## src/rtl/vga_frame_capture.sv

```systemverilog
// Rebuilds pixel coordinates from a VGA sync stream and writes a WIN_W x WIN_H
// top-left window of one frame into a 24-bit pixel RAM in raster order.
module vga_frame_capture #(
    parameter int unsigned WIN_W  = 180,
    parameter int unsigned WIN_H  = 180,
    parameter int unsigned ADDR_W = 24
) (
    input  logic              clk,
    input  logic              reset,
    input  logic              pix_en,
    input  logic              hsync,
    input  logic              vsync,
    input  logic              blank_b,
    input  logic [7:0]        r,
    input  logic [7:0]        g,
    input  logic [7:0]        b,
    input  logic              capture_req,
    output logic              wr_en,
    output logic [ADDR_W-1:0] wr_addr,
    output logic [23:0]       wr_data,
    output logic              busy,
    output logic              done,
    output logic              short_frame
);

    localparam int unsigned CW = 10;
    localparam logic [CW-1:0] X_LAST  = CW'(WIN_W - 1);
    localparam logic [CW-1:0] Y_LAST  = CW'(WIN_H - 1);
    localparam logic [CW-1:0] CNT_MAX = '1;

    typedef enum logic [1:0] {
        S_IDLE,
        S_ARM,
        S_CAPTURE,
        S_DONE
    } state_t;

    state_t              state_q, state_d;
    logic [CW-1:0]       x_q, x_d;
    logic [CW-1:0]       y_q, y_d;
    logic                line_act_q, line_act_d;
    logic                hs_q, hs_d;
    logic                vs_q, vs_d;
    logic [ADDR_W-1:0]   addr_q, addr_d;
    logic                wr_en_q, wr_en_d;
    logic [ADDR_W-1:0]   wr_addr_q, wr_addr_d;
    logic [23:0]         wr_data_q, wr_data_d;
    logic                busy_q, busy_d;
    logic                done_q, done_d;
    logic                short_q, short_d;

    logic hfall_c;
    logic vfall_c;
    logic in_win_c;
    logic last_pix_c;

    assign hfall_c    = hs_q & ~hsync;
    assign vfall_c    = vs_q & ~vsync;
    assign in_win_c   = blank_b & (x_q <= X_LAST) & (y_q <= Y_LAST);
    assign last_pix_c = (x_q == X_LAST) & (y_q == Y_LAST);

    // Coordinate recovery: vfall beats hfall; y only advances after a line that had active pixels.
    always_comb begin
        x_d        = x_q;
        y_d        = y_q;
        line_act_d = line_act_q;
        hs_d       = hs_q;
        vs_d       = vs_q;
        if (pix_en) begin
            hs_d = hsync;
            vs_d = vsync;
            if (vfall_c) begin
                x_d        = '0;
                y_d        = '0;
                line_act_d = 1'b0;
            end else if (hfall_c) begin
                x_d = '0;
                if (line_act_q) begin
                    y_d        = (y_q == CNT_MAX) ? y_q : y_q + CW'(1);
                    line_act_d = 1'b0;
                end
            end else if (blank_b) begin
                x_d        = (x_q == CNT_MAX) ? x_q : x_q + CW'(1);
                line_act_d = 1'b1;
            end
        end
    end

    // Capture FSM and RAM write port.
    always_comb begin
        state_d   = state_q;
        addr_d    = addr_q;
        wr_en_d   = 1'b0;
        wr_addr_d = wr_addr_q;
        wr_data_d = wr_data_q;
        short_d   = short_q;
        case (state_q)
            S_IDLE: begin
                if (capture_req) begin
                    state_d = S_ARM;
                    short_d = 1'b0;
                    addr_d  = '0;
                end
            end
            S_ARM: begin
                if (pix_en && vfall_c) begin
                    state_d = S_CAPTURE;
                end
            end
            S_CAPTURE: begin
                if (pix_en) begin
                    if (vfall_c) begin
                        short_d = 1'b1;
                        state_d = S_IDLE;
                    end else if (in_win_c) begin
                        wr_en_d   = 1'b1;
                        wr_addr_d = addr_q;
                        wr_data_d = {b, g, r};
                        addr_d    = addr_q + ADDR_W'(1);
                        if (last_pix_c) begin
                            state_d = S_DONE;
                        end
                    end
                end
            end
            S_DONE: begin
                state_d = S_IDLE;
            end
            default: begin
                state_d = S_IDLE;
            end
        endcase
        busy_d = (state_d == S_ARM) || (state_d == S_CAPTURE);
        done_d = (state_d == S_DONE);
    end

    always_ff @(posedge clk) begin
        if (reset) begin
            state_q    <= S_IDLE;
            x_q        <= '0;
            y_q        <= '0;
            line_act_q <= 1'b0;
            hs_q       <= 1'b1;
            vs_q       <= 1'b1;
            addr_q     <= '0;
            wr_en_q    <= 1'b0;
            wr_addr_q  <= '0;
            wr_data_q  <= '0;
            busy_q     <= 1'b0;
            done_q     <= 1'b0;
            short_q    <= 1'b0;
        end else begin
            state_q    <= state_d;
            x_q        <= x_d;
            y_q        <= y_d;
            line_act_q <= line_act_d;
            hs_q       <= hs_d;
            vs_q       <= vs_d;
            addr_q     <= addr_d;
            wr_en_q    <= wr_en_d;
            wr_addr_q  <= wr_addr_d;
            wr_data_q  <= wr_data_d;
            busy_q     <= busy_d;
            done_q     <= done_d;
            short_q    <= short_d;
        end
    end

    assign wr_en       = wr_en_q;
    assign wr_addr     = wr_addr_q;
    assign wr_data     = wr_data_q;
    assign busy        = busy_q;
    assign done        = done_q;
    assign short_frame = short_q;

endmodule

```

## config.mk

```make
export PLATFORM = sky130hd
export DESIGN_NAME = vga_frame_capture
export DESIGN_NICKNAME = d
export VERILOG_FILES = /design/src/rtl/vga_frame_capture.sv
export SDC_FILE = /design/constraint.sdc
export NUM_CORES = 1
export LEC_CHECK = 0
export CELL_PAD_IN_SITES_DETAIL_PLACEMENT = 1
export CELL_PAD_IN_SITES_GLOBAL_PLACEMENT = 1
export CORE_ASPECT_RATIO = 1.25
export CORE_MARGIN = 1.5
export CORE_UTILIZATION = 39
export CTS_BUF_LIST = sky130_fd_sc_hd__clkbuf_2 sky130_fd_sc_hd__clkbuf_4 sky130_fd_sc_hd__clkbuf_8
export DETAILED_ROUTE_END_ITERATION = 8
export GPL_TIMING_DRIVEN = 0
export PLACE_DENSITY = 0.84
export SLEW_MARGIN = 10
export SYNTH_ARGS = -nofsm -noshare
export SYNTH_HDL_FRONTEND = slang
export SYNTH_SLANG_ARGS = --single-unit
```

## constraint.sdc

```tcl
create_clock -name clk -period 3 [get_ports clk]
set_clock_uncertainty 0.2 [all_clocks]
set_input_delay 0.6 -clock clk [delete_from_list [all_inputs] [get_ports clk]]
set_output_delay 0.6 -clock clk [all_outputs]
set_load 0.005 [all_outputs]
```

**Yosys cells after proc, flatten, opt, wreduce, memory -nomap -nowiden**

Index checks and enable logic that the tools add are counted.

- Flip-flop bits (word level): 101
- Bits of input ports: 31
- Output and inout port bits: 52
- Word-level logic and storage cells: 87

- Add/subtract/negate cells: 3
- Magnitude comparators: 2
- Equal/unequal tests: 17
- Mux-type cells: 28
- Bitwise gates (word level): 10
- Reduce and logical (&&, ||, !) cells: 14

Operators by type and width:

| operator | number |
|---|---|
| two-way mux 24 bit | 4 |
| two-way mux 10 bit | 8 |
| one-hot mux 24 bit (2 select lines) | 1 |
| adder 24 x 1 -> 24 bit, second input constant | 1 |
| adder 10 x 1 -> 10 bit, second input constant | 2 |
| equality test 10 bit, second input constant | 2 |
| equality test 10 x 8 -> 1 bit, second input constant | 2 |
| <= comparator 10 x 8 -> 1 bit, second input constant | 2 |
| two-way mux 2 bit | 6 |
| inequality test 2 bit, second input constant | 6 |
| AND reduction 4 bit | 3 |
| equality test 2 bit, second input constant | 4 |
| one-hot mux 2 bit (4 select lines) | 1 |
| two-way mux 1 bit | 7 |
| nonzero test 2 bit | 3 |
| bitwise AND 1 bit | 5 |
| NOT 1 bit | 5 |
| AND reduction 5 bit | 1 |
| equality test 2 x 1 -> 1 bit, second input constant | 2 |
| OR reduction 4 bit | 1 |
| inequality test 3 bit, second input constant | 1 |
| AND reduction 3 bit | 1 |
| nonzero test 3 bit | 1 |
| logical NOT 2 bit | 1 |
| 4 further kinds | 4 |

**Depth between registers and ports, before layout**

- Depth after elaboration: 9
- Depth in mapped cells: 10
- Gate-level depth less buffers: 7

**Worst setup path after synthesis**

OpenSTA, ideal clock, no wires.

- Path kind: input-to-reg
- Start: input port pix_en
- End: register addr_q[17]
- Library setup time: 70 ps
- Arrival: 2,061 ps
- Required time: 2,730 ps
- Setup slack: 669 ps
- Stages: 7
- Buffers on the path: 2
- Cells stage by stage: clkbuf_1 and3_1 o22a_1 a21oi_2 buf_6 or4_1 a21oi_1

- Longest elaborated chain between the ends: 2

RTL lines:

| element | line | text |
|---|---|---|
| start: declaration | 10 | `input logic pix_en,` |
| inequality test 2 bit (no source line) | n/a |  |
| AND reduction 5 bit (no source line) | n/a |  |
| end signal: assignment | 159 | `addr_q <= addr_d;` |
| end: declaration | 44 | `logic [ADDR_W-1:0] addr_q, addr_d;` |

No other way between the ends.
A chain may end at the register's enable or synchronous reset.

**Worst setup path after layout**

- Start: input port vsync
- End: register addr_q[16]

- Longest elaborated chain between the ends: 4

RTL lines:

| element | line | text |
|---|---|---|
| start: declaration | 12 | `input logic vsync,` |
| NOT 1 bit | 58 | `assign vfall_c = vs_q & ~vsync;` |
| bitwise AND 1 bit | 58 |  |
| inequality test 2 bit (no source line) | n/a |  |
| AND reduction 5 bit (no source line) | n/a |  |

No other way between the ends.

==> impl_metrics.csv <==
group,metric,value,unit
synthesis,ys.flop_type,"dfxtp_1",
synthesis,syn_area_per_cell,8.02,sq um
pwr,power.internal,0.00177,W
global_routing,grt.busiest_layer,"met2",
critical_path,max_stage_delay,450,ps
route,first_pass_iters,4,
global_routing,grt_max_degree,16,
route,viasPerCell,5.41,
sta,relSlewSlack,52.6,%
route,remaining_drc_errors,0,
placed_design,dp_hpwl,9.10,mm
synthesis,yosysSeqAreaShare,48.3,%
clocking,root_buffer,"clkbuf_8",
route,dr_total_vias,4050,
pwr,p_leak,1.70,nW
placed_design,dp_slack,-310,ps
synthesis,netlist-cell-type-count,45,
critical_path,reg2reg_to,"addr_q[18]",
critical_path,worstPathCellList,"clkdlybuf4s50_1, nand2b_1, and3_1, o22a_1, a31oi_2, clkbuf_1, o21ai_0, a21oi_1",
synthesis,syn_nets,557,
final_layout,final_nets,648,
floorplanning,die_area,11400,sq um
pwr,switching_share,23.7,%
synthesis,ys_seq_elements,101,
placed_design,placed_area,5160,sq um
global_routing,grt_usage,22.2,%
clocking,clk-insertion-delay-late,380,ps
synthesis,muxShareOfSynthArea,0.239,%
route,wire_per_inst,16.0,um
critical_path,r2r-start,"addr_q[2]",
pwr,power_frac_clock,35.0,%
status,status,"finished clean",
clocking,h-tree-depth,3,
floorplanning,die_h,119,um
synthesis,synth_compound_area_share,15.4,%
global_routing,met3_usage,3.19,%
global_routing,met2_usage,40.3,%
critical_path,rr_worst_depth,8,
final_layout,drive_gt1_share,4.86,%
critical_path,path_class,"in -> reg",
route,antenna_left,0,
synthesis,netlist_area,4190,sq um
global_routing,grtUsageMet1,24.8,%
pwr,seqPwrFrac,58.5,%
sta,timing.fmax,0.357,GHz
floorplanning,start_util,39.8,%
pwr,power,0.00232,W
critical_path,rrSetupSlack,340,ps
final_layout,ff_latch_area,2020,sq um
clocking,path_clk_slew,100,ps
clocking,cts_hold_buf,0,
floorplanning,pin_count,83,
sta,final-hold-violation-count,0,
synthesis,synthAdderAreaFrac,1.20,%
final_layout,diodes,0,
floorplanning,core_area,10500,sq um
pwr,vdd_drop_max,219,uV
clocking,cts_buffer_depth,2,
synthesis,synth_top_family_by_area,"simple AND/OR/NAND/NOR gates",
critical_path,critical_path.startpoint,"vsync",
clocking,numCtsBuffers,9,
critical_path,start_kind,"input pin",
pwr,power.density,434,nW/um^2
global_routing,grt_pass1_wl,19.8,mm
critical_path,crit_path_end_kind,"flip-flop",
final_layout,area_growth,27.7,%
synthesis,syn_inst,522,
sta,tns,0,ps
synthesis,synth_edf_count,0,
synthesis,synthXorXnorAreaFrac,3.35,%
global_routing,grt-ovfl-total,0,
min_path,hold_start,"wr_data[8]",
min_path,whs_path_depth,2,
sta,worst_pin_slew,702,ps
final_layout,n_fill_cell,1332,
synthesis,ys_warn_count,0,
min_path,hp-class,"reg -> reg",
route,routed_wl,12.0,mm
final_layout,post-route-cell-area,5350,sq um
placed_design,globalplace.congestion,0.829,
critical_path,path_max_fanout,10,
sta,finalMaxSlewViolations,0,
route,drt_iter0_drc,104,
pwr,p_switching,0.000549,W
synthesis,synth-async-reset-ratio,0,%
floorplanning,die_w,95.7,um
global_routing,antenna_found_initial,0,
clocking,cts_resized,0,
sta,rsz0062_at_grt,"false",
min_path,min_to,"wr_data[8]",
clocking,cts_tree,"done",
critical_path,arrival,2920,ps
sta,final-setup-viol-count,0,
clocking,cts_num_sinks,101,
final_layout,multi_input_area,2020,sq um
sta,fin_ws,196,ps
critical_path,cpMaxStageDelayCell,"clkdlybuf4s50_1",
critical_path,worst-endpoint-required,3110,ps
sta,period_share,93.5,%
pwr,pwr-share-comb,6.5,%
sta,fin_crit,2800,ps
global_routing,grt_pass1_vias,4231,
flow_run,drv_cap,0,
synthesis,synthSimpleGateAreaFrac,27.8,%
clocking,cts_setup_buffers,0,
placed_design,numPortBuffers,81,
floorplanning,rows,42,
final_layout,post-route-util,50.9,%
-- cells in the mapped netlist, drive strengths merged (2+ instances only) --
library cell | count | area [sq um]
nand2 | 118 | 443
dfxtp | 101 | 2020
a21oi | 78 | 394
nor2 | 31 | 116
clkbuf | 23 | 86.3
o21ai | 20 | 100
or3 | 18 | 113
nand3 | 17 | 85.1
nor3 | 12 | 60.1
nand4 | 10 | 68.8
nor2b | 10 | 62.6
buf | 9 | 52.6
xnor2 | 9 | 78.8
nand2b | 7 | 43.8
xor2 | 7 | 61.3
and3 | 6 | 37.5
o31ai | 6 | 45.0
or4 | 6 | 45.0
and2 | 4 | 25.0
ha | 4 | 50.1
inv | 4 | 15.0
nor4 | 3 | 18.8
a211o | 2 | 17.5
or2 | 2 | 12.5
-- flip-flops by register name (all words and copies together) (netlist names) --
| name | count |
|---|---|
| x_q | 10 |
| hs_q | 1 |
| y_q | 10 |
| addr_q | 24 |
| state_q | 2 |
| short_frame | 1 |
| wr_data | 24 |
| wr_addr | 24 |
| line_act_q | 1 |
| done | 1 |
| vs_q | 1 |
| busy | 1 |
| wr_en | 1 |
-- area by class of cell --
type	instances	share of cell area [%]
well taps	132	3.09
inverters	4	0.281
clock inverters	3	0.398
plain buffers	31	2.55
multi-input cells	385	37.7
clock buffers	12	2.97
repair buffers	81	15.2
flip-flops and latches	101	37.8
-- layout by cell type, fill, tap and decap left out, types with 2 or more instances in the layout --
cell type	Yosys	routed
buf_2	6	6
nor3_1	12	12
o31ai_1	6	6
clkbuf_8	0	11
nand3_1	17	17
nor2_1	31	31
nand4_1	9	9
nand2_1	118	118
ha_1	4	4
a21oi_1	77	77
xor2_1	7	7
inv_1	4	4
a211o_1	2	2
clkdlybuf4s50_1	0	81
and2_1	4	4
or4_1	6	6
o21ai_0	20	20
or3_1	18	18
dfxtp_1	101	101
clkbuf_1	23	21
nand2b_1	7	7
and3_1	6	6
nor2b_1	10	10
nor4_1	3	3
xnor2_1	9	9
-- cell families after synthesis --
kind of cell / Yosys count
flip-flops: 101
XOR/XNOR: 16
multiplexers: 1
AO/OA/AOI/OAI: 116
buffers and inverters: 36
AND/OR/NAND/NOR: 248
adder cells (fa/ha/maj): 4
-- per-stage QoR --
| stage | std cells | hold WS (ps) |
|---|---|---|
| after detailed placement | 735 | 251 |
| final | 749 | 261 |
| after global routing | 749 | 287 |
| after global placement | 735 | 242 |
| after CTS | 750 | 267 |
| after floorplan | 522 | 236 |
-- power by group through the flow --
| stage | Clock (W) | Combinational, W | Sequential (W) |
|---|---|---|---|
| 2_1_floorplan | 0 | 0.0000738 | 0.00139 |
| 3_3_place_gp | 0 | 0.000145 | 0.00139 |
| 3_5_place_dp | 0 | 0.000150 | 0.00139 |
| 4_1_cts | 0.000839 | 0.000151 | 0.00136 |
| 5_1_grt | 0.000891 | 0.000166 | 0.00136 |
| 6_report | 0.000811 | 0.000150 | 0.00136 |
-- layer usage --
layer,vias to the layer above,part of all wire [%]
met5,-,0
met3,28,3.2
met2,70,55
met4,0,2.8
li1,1972,-
met1,1980,39
-- critical path, delay by kind of cell --
kind | cells | cell delay [ps]
compound gates | 4 | 1020
buf+inv | 2 | 830
simple gates | 2 | 460
-- worst max-delay path by stage --
stage / to / slack (ps) / cells after the start
6_report: addr_q[16] / 200 / 8
3_3_place_gp: addr_q[18] / -310 / 8
4_1_cts: addr_q[16] / 70 / 8
3_5_place_dp: addr_q[16] / -310 / 8
2_1_floorplan: addr_q[17] / 670 / 7
5_1_grt: y_q[7] / 90 / 7
Power figures use the tool's default switching activity.
